### src/rtl/camera_capture.sv
// OV7670-style camera bus capture: frame-aligns on VSYNC, extracts luma from the
// YUV422 byte stream and drives a linear framebuffer write port.
module camera_capture #(
    parameter int H_ACTIVE    = 640,
    parameter int V_ACTIVE    = 480,
    parameter int Y_FIRST     = 1,
    parameter int SKIP_FRAMES = 1,
    parameter int ADDR_W      = 20
) (
    input  logic              CLOCK_24,
    input  logic              rst_n,
    input  logic              vsync,
    input  logic              href,
    input  logic [7:0]        d,
    output logic [7:0]        y_data,
    output logic              wr_en,
    output logic [ADDR_W-1:0] wr_addr,
    output logic              frame_done,
    output logic              frame_ok,
    output logic              capturing
);

    localparam int COL_W  = $clog2(H_ACTIVE + 1);
    localparam int LINE_W = $clog2(V_ACTIVE + 1);

    typedef enum logic [1:0] {SYNC, SKIP, CAPTURE} state_t;

    state_t            state, state_next;
    logic [3:0]        skip_cnt, skip_next;
    logic              vsync_s1, href_s1, vsync_p, href_p;
    logic [7:0]        d_s1;
    logic              phase;
    logic [COL_W-1:0]  col;
    logic [LINE_W-1:0] line;
    logic [ADDR_W-1:0] line_base;
    logic              good;

    logic vsync_rise, vsync_fall, href_fall, is_y, do_write, enter_capture;

    assign vsync_rise    = vsync_s1 & ~vsync_p;
    assign vsync_fall    = ~vsync_s1 & vsync_p;
    assign href_fall     = ~href_s1 & href_p;
    assign is_y          = (Y_FIRST != 0) ? ~phase : phase;
    assign do_write      = (state == CAPTURE) && href_s1 && is_y &&
                           (col < COL_W'(H_ACTIVE)) && (line < LINE_W'(V_ACTIVE));
    assign enter_capture = (state == SYNC) && (state_next == CAPTURE);
    assign capturing     = (state == CAPTURE);

    // Input stage plus one-cycle history for edge detection.
    // NOTE: sequential state uses non-blocking assignments so every register sees
    // pre-edge values; the async reset clears the lot the moment rst_n falls.
    always_ff @(posedge CLOCK_24 or negedge rst_n) begin
        if (!rst_n) begin
            vsync_s1 <= 1'b0;
            href_s1  <= 1'b0;
            d_s1     <= '0;
            vsync_p  <= 1'b0;
            href_p   <= 1'b0;
        end else begin
            vsync_s1 <= vsync;
            href_s1  <= href;
            d_s1     <= d;
            vsync_p  <= vsync_s1;
            href_p   <= href_s1;
        end
    end

    always_ff @(posedge CLOCK_24 or negedge rst_n) begin
        if (!rst_n) begin
            state    <= SYNC;
            skip_cnt <= 4'(SKIP_FRAMES);
        end else begin
            state    <= state_next;
            skip_cnt <= skip_next;
        end
    end

    // NOTE: every combinational output gets a default first, so no path infers a latch.
    always_comb begin
        state_next = state;
        skip_next  = skip_cnt;
        case (state)
            SYNC: begin
                if (vsync_fall) begin
                    if (skip_cnt != 4'd0) begin
                        skip_next  = skip_cnt - 4'd1;
                        state_next = SKIP;
                    end else begin
                        state_next = CAPTURE;
                    end
                end
            end
            SKIP:    if (vsync_rise) state_next = SYNC;
            CAPTURE: if (vsync_rise) state_next = SYNC;
            default: state_next = SYNC;
        endcase
    end

    always_ff @(posedge CLOCK_24 or negedge rst_n) begin
        if (!rst_n) begin
            phase      <= 1'b0;
            col        <= '0;
            line       <= '0;
            line_base  <= '0;
            good       <= 1'b0;
            y_data     <= '0;
            wr_en      <= 1'b0;
            wr_addr    <= '0;
            frame_done <= 1'b0;
            frame_ok   <= 1'b0;
        end else begin
            phase      <= href_s1 ? ~phase : 1'b0;
            wr_en      <= do_write;
            frame_done <= 1'b0;
            frame_ok   <= 1'b0;

            if (do_write) begin
                y_data  <= d_s1;
                wr_addr <= line_base + ADDR_W'(col);
                col     <= col + COL_W'(1);
            end

            if (enter_capture) begin
                col       <= '0;
                line      <= '0;
                line_base <= '0;
                good      <= 1'b1;
            end else if (state == CAPTURE && vsync_rise) begin
                // A partial line in flight is simply never counted.
                frame_done <= 1'b1;
                frame_ok   <= good && (line == LINE_W'(V_ACTIVE));
            end else if (state == CAPTURE && href_fall) begin
                if (col != '0) begin
                    if (line < LINE_W'(V_ACTIVE)) begin
                        line      <= line + LINE_W'(1);
                        line_base <= line_base + ADDR_W'(H_ACTIVE);
                    end
                    if (col < COL_W'(H_ACTIVE)) good <= 1'b0;
                end
                col <= '0;
            end
        end
    end

endmodule
### config.mk
export PLATFORM = sky130hd
export DESIGN_NAME = camera_capture
export DESIGN_NICKNAME = d
export VERILOG_FILES = /design/src/rtl/camera_capture.sv
export SDC_FILE = /design/constraint.sdc
export NUM_CORES = 1
export LEC_CHECK = 0
export BUFFER_PORTS_ARGS = -buffer_cell sky130_fd_sc_hd__buf_4
export CAP_MARGIN = 10
export CORE_ASPECT_RATIO = 2
export CORE_UTILIZATION = 36
export DETAILED_ROUTE_END_ITERATION = 12
export PLACE_DENSITY_LB_ADDON = 0.12
export REMOVE_ABC_BUFFERS = 1
export SETUP_SLACK_MARGIN = 0.05
export SYNTH_ARGS = -nofsm -noshare
export SYNTH_HDL_FRONTEND = slang
export SYNTH_SLANG_ARGS = --single-unit
### constraint.sdc
create_clock -name CLOCK_24 -period 5.2 [get_ports CLOCK_24]
set_input_delay 1.04 -clock CLOCK_24 [delete_from_list [all_inputs] [get_ports CLOCK_24]]
set_output_delay 1.04 -clock CLOCK_24 [all_outputs]
set_load 0.005 [all_outputs]
==> impl_metrics.ini <==
[power]
total_power_w = 0.00184
power_frac_comb = 0.210
p_seq_frac = 0.424
power_frac_clock = 0.366
peakVddDrop_mv = 0.189
cellPowerDensity_mw_per_mm2 = 396
p_sw_w = 0.000541
leakage_nw = 2.21
p_int_w = 0.00130
switching_share = 0.293

[critical_path]
cp_num_buf_inv = 2
r2r_cells = 7
critPathMaxStageDelay_ns = 0.43
cp-start-kind = flop
crit_fanout = 49
end_kind = flop
crit_chain = nand4_1, nand4_1, buf_4, inv_2, nand3_1, xor2_1, nor3_1
cp.arrival_ns = 2.44
required_ns = 5.40
cp_common_cell = nand4_1
reg2reg_from = line[5]$_DFFE_PN0P_
rr_endpoint = col[8]$_DFF_PN0_
r2r_setup_slack_ns = 2.96
cp_top_family = simple AND/OR/NAND/NOR gates
critical-path-slowest-cell = buf_4
path_class = flop to flop

[synthesis]
synth.area.mux_share = 0.0102
yosysWarnings = 0
synth_area_per_cell_um2 = 10.2
yosys.area.top_type = dfrtp_1
synthFlopType = dfrtp_1
synthCells = 385
async_reset_ff_frac = 1.00
synth_xor_area_frac = 0.0914
synth-simple-area-share = 0.237
yosysMostFrequentCell = dfrtp_1
ys_ff_latch = 83
synth_top_cell_area_share = 0.522
synthAdderAreaFrac = 0.0414
synth_edf_count = 0
synth_area_leaders = dfrtp_1, xor2_1, nand2_1, ha_1, nor2_1
synth_seq_area_share = 0.529
synth_top_family_by_area = simple AND/OR/NAND/NOR gates
synth_compound_area_frac = 0.0522
synthDistinctLibCells = 42
netlist_top_cells_count = dfrtp_1, nand2_1, nor2_1
syn_area_mm2 = 0.00393

[detailed_routing]
num_vias = 2786
wl_met1_um = 3230
wl_per_cell_um = 14.0
drc_errors = 0
drtIter0Drc = 145
wl_um = 7940
ant_nets = 0
drt-vias-per-instance = 4.92
top_layer_used = met4
met3_length_um = 280
dr.pass1.iters = 4
dr_wl_met2_um = 4220

[timing]
fmax_ghz = 0.447
rsz0062_at_grt = false
period_share = 0.430
layout_setup_ws_ns = 2.96
fin_crit_ns = 2.24
hold_viol_final = 0
fin_setup_tns_ns = 0
slew_viol_final = 0
setup_viol = 0
worst_slew_pin_slew_ns = 1.04
relSlewSlack = 0.309
finalClockSkew_ns = 0.00609

[floorplan]
ios = 44
core-area_mm2 = 0.0105
die_w_um = 75.9
std_cell_rows = 53
die_y_um = 150
initial_utilization = 0.372
die-area_mm2 = 0.0114

[finish]
drive_above_1_share = 0.168
area_growth_pct = 18.4
antenna_cells = 0
final_cell_area_mm2 = 0.00465
nets = 449
fin_cells = 566

[global_routing]
grt_pass1_vias = 2955
antenna_found_initial = 0
grt_pass1_wl_um = 13700
globalRoute.totalOverflow = 0
grt_max_degree = 84
grtUsageTotal = 0.161

[clock_tree]
cts_made_buffers = 9
cts_buffer_depth = 2
cts.sinks = 83
cts_tree = built
htree_levels = 3
postCtsResizedCells = 0
clk_pin_slew_worst_paths_ns = 0.06
post_cts_buffers = 0
clock_latency_ns = 0.34
cts_root_buf = clkbuf_16
postCtsHoldBufs = 0

[worst_hold_path]
holdPathEnd = href_p$_DFF_PN0_
worstHoldStart = href_s1$_DFF_PN0_
hold_class = flop to flop
hold_depth = 0

[place]
io_buffers = 43
pre_cts_slack_ns = 2.95
postPlaceCellArea_mm2 = 0.00433
dp_hpwl_um = 5380
dp_cells = 550
gp_congestion = 0.796

[run]
drv_cap = 0

[outcome]
status = finished clean
registers in the layout, indices dropped and copies added, names as in the netlist, 2 cells and up:
name       count
line_base     13
line           9
skip_cnt       4
col           10
d_s1           8
wr_addr       20
state          2
y_data         8
worst register-to-register path: stages, from the launching register on:
cell and delay [ns]:
dfrtp_1 0.41, nand4_1 0.34, nand4_1 0.22, buf_4 0.43
inv_2 0.30, nand3_1 0.17, xor2_1 0.16, nor3_1 0.06
layer usage:
metal | up-vias | global-route usage
met4 | 0 | 0.0843
met2 | 46 | 0.281
met1 | 1338 | 0.170
met3 | 15 | 0.0411
met5 | - | 0
li1 | 1387 | -
power by group through the flow:
stage,registers [W],clock network (W),logic [W]
2_1_floorplan,0.000787,0,0.000209
3_3_place_gp,0.000791,0,0.000391
3_5_place_dp,0.000795,0,0.000394
4_1_cts,0.000783,0.000699,0.000397
5_1_grt,0.000793,0.000725,0.000445
6_report,0.000782,0.000674,0.000388
layout make-up:
class / count / area (µm²)
Timing Repair Buffer: 46 / 345
Inverter: 9 / 33.8
Sequential cell: 83 / 2080
Fill cell: 1019 / 5890
Clock buffer: 10 / 229
Clock inverter: 6 / 90.1
Tap cell: 137 / 171
Multi-Input combinational cell: 275 / 1700
metrics by stage:
stage	util	hold slack (ns)
after global placement	0.411	0.376
after floorplan	-	0.359
after detailed placement	0.411	0.381
final	0.441	0.394
after CTS	0.441	0.399
after global routing	0.441	0.420
logic make-up (layout without fill, tap and decap cells):
family          after synthesis  after routing
flops                        83             83
buf+inv                      27             71
fa+ha+maj                    13             13
other cells                   1              1
mux                           4              4
xor+xnor                     41             41
simple gates                179            179
compound gates               37             37
layout by cell type (no fill, tap or decap), types with 3 or more instances in the layout:
cell type	count
dfrtp_1	82
mux2i_1	4
o21ai_0	21
buf_4	46
xnor2_1	10
nand4_1	16
ha_1	13
nor3_1	13
and3_1	12
xor2_1	31
a21oi_1	9
inv_1	8
clkbuf_16	9
nand2_1	64
nor2b_1	3
and4_1	4
nor2_1	35
nand3_1	13
worst max path at each step:
stage | depth (start not counted) | to | start | slack [ns]
detailed placement | 7 | col[4]$_DFF_PN0_ | line[7]$_DFFE_PN0P_ | 2.95
CTS | 7 | col[8]$_DFF_PN0_ | line[7]$_DFFE_PN0P_ | 2.93
floorplan | 6 | col[3]$_DFF_PN0_ | col[8]$_DFF_PN0_ | 2.43
global route | 7 | col[4]$_DFF_PN0_ | line[7]$_DFFE_PN0P_ | 2.66
finish | 7 | col[8]$_DFF_PN0_ | line[5]$_DFFE_PN0P_ | 2.96
global placement | 7 | col[3]$_DFF_PN0_ | line[7]$_DFFE_PN0P_ | 2.99
No activity file was read; power rests on OpenSTA's default activity.
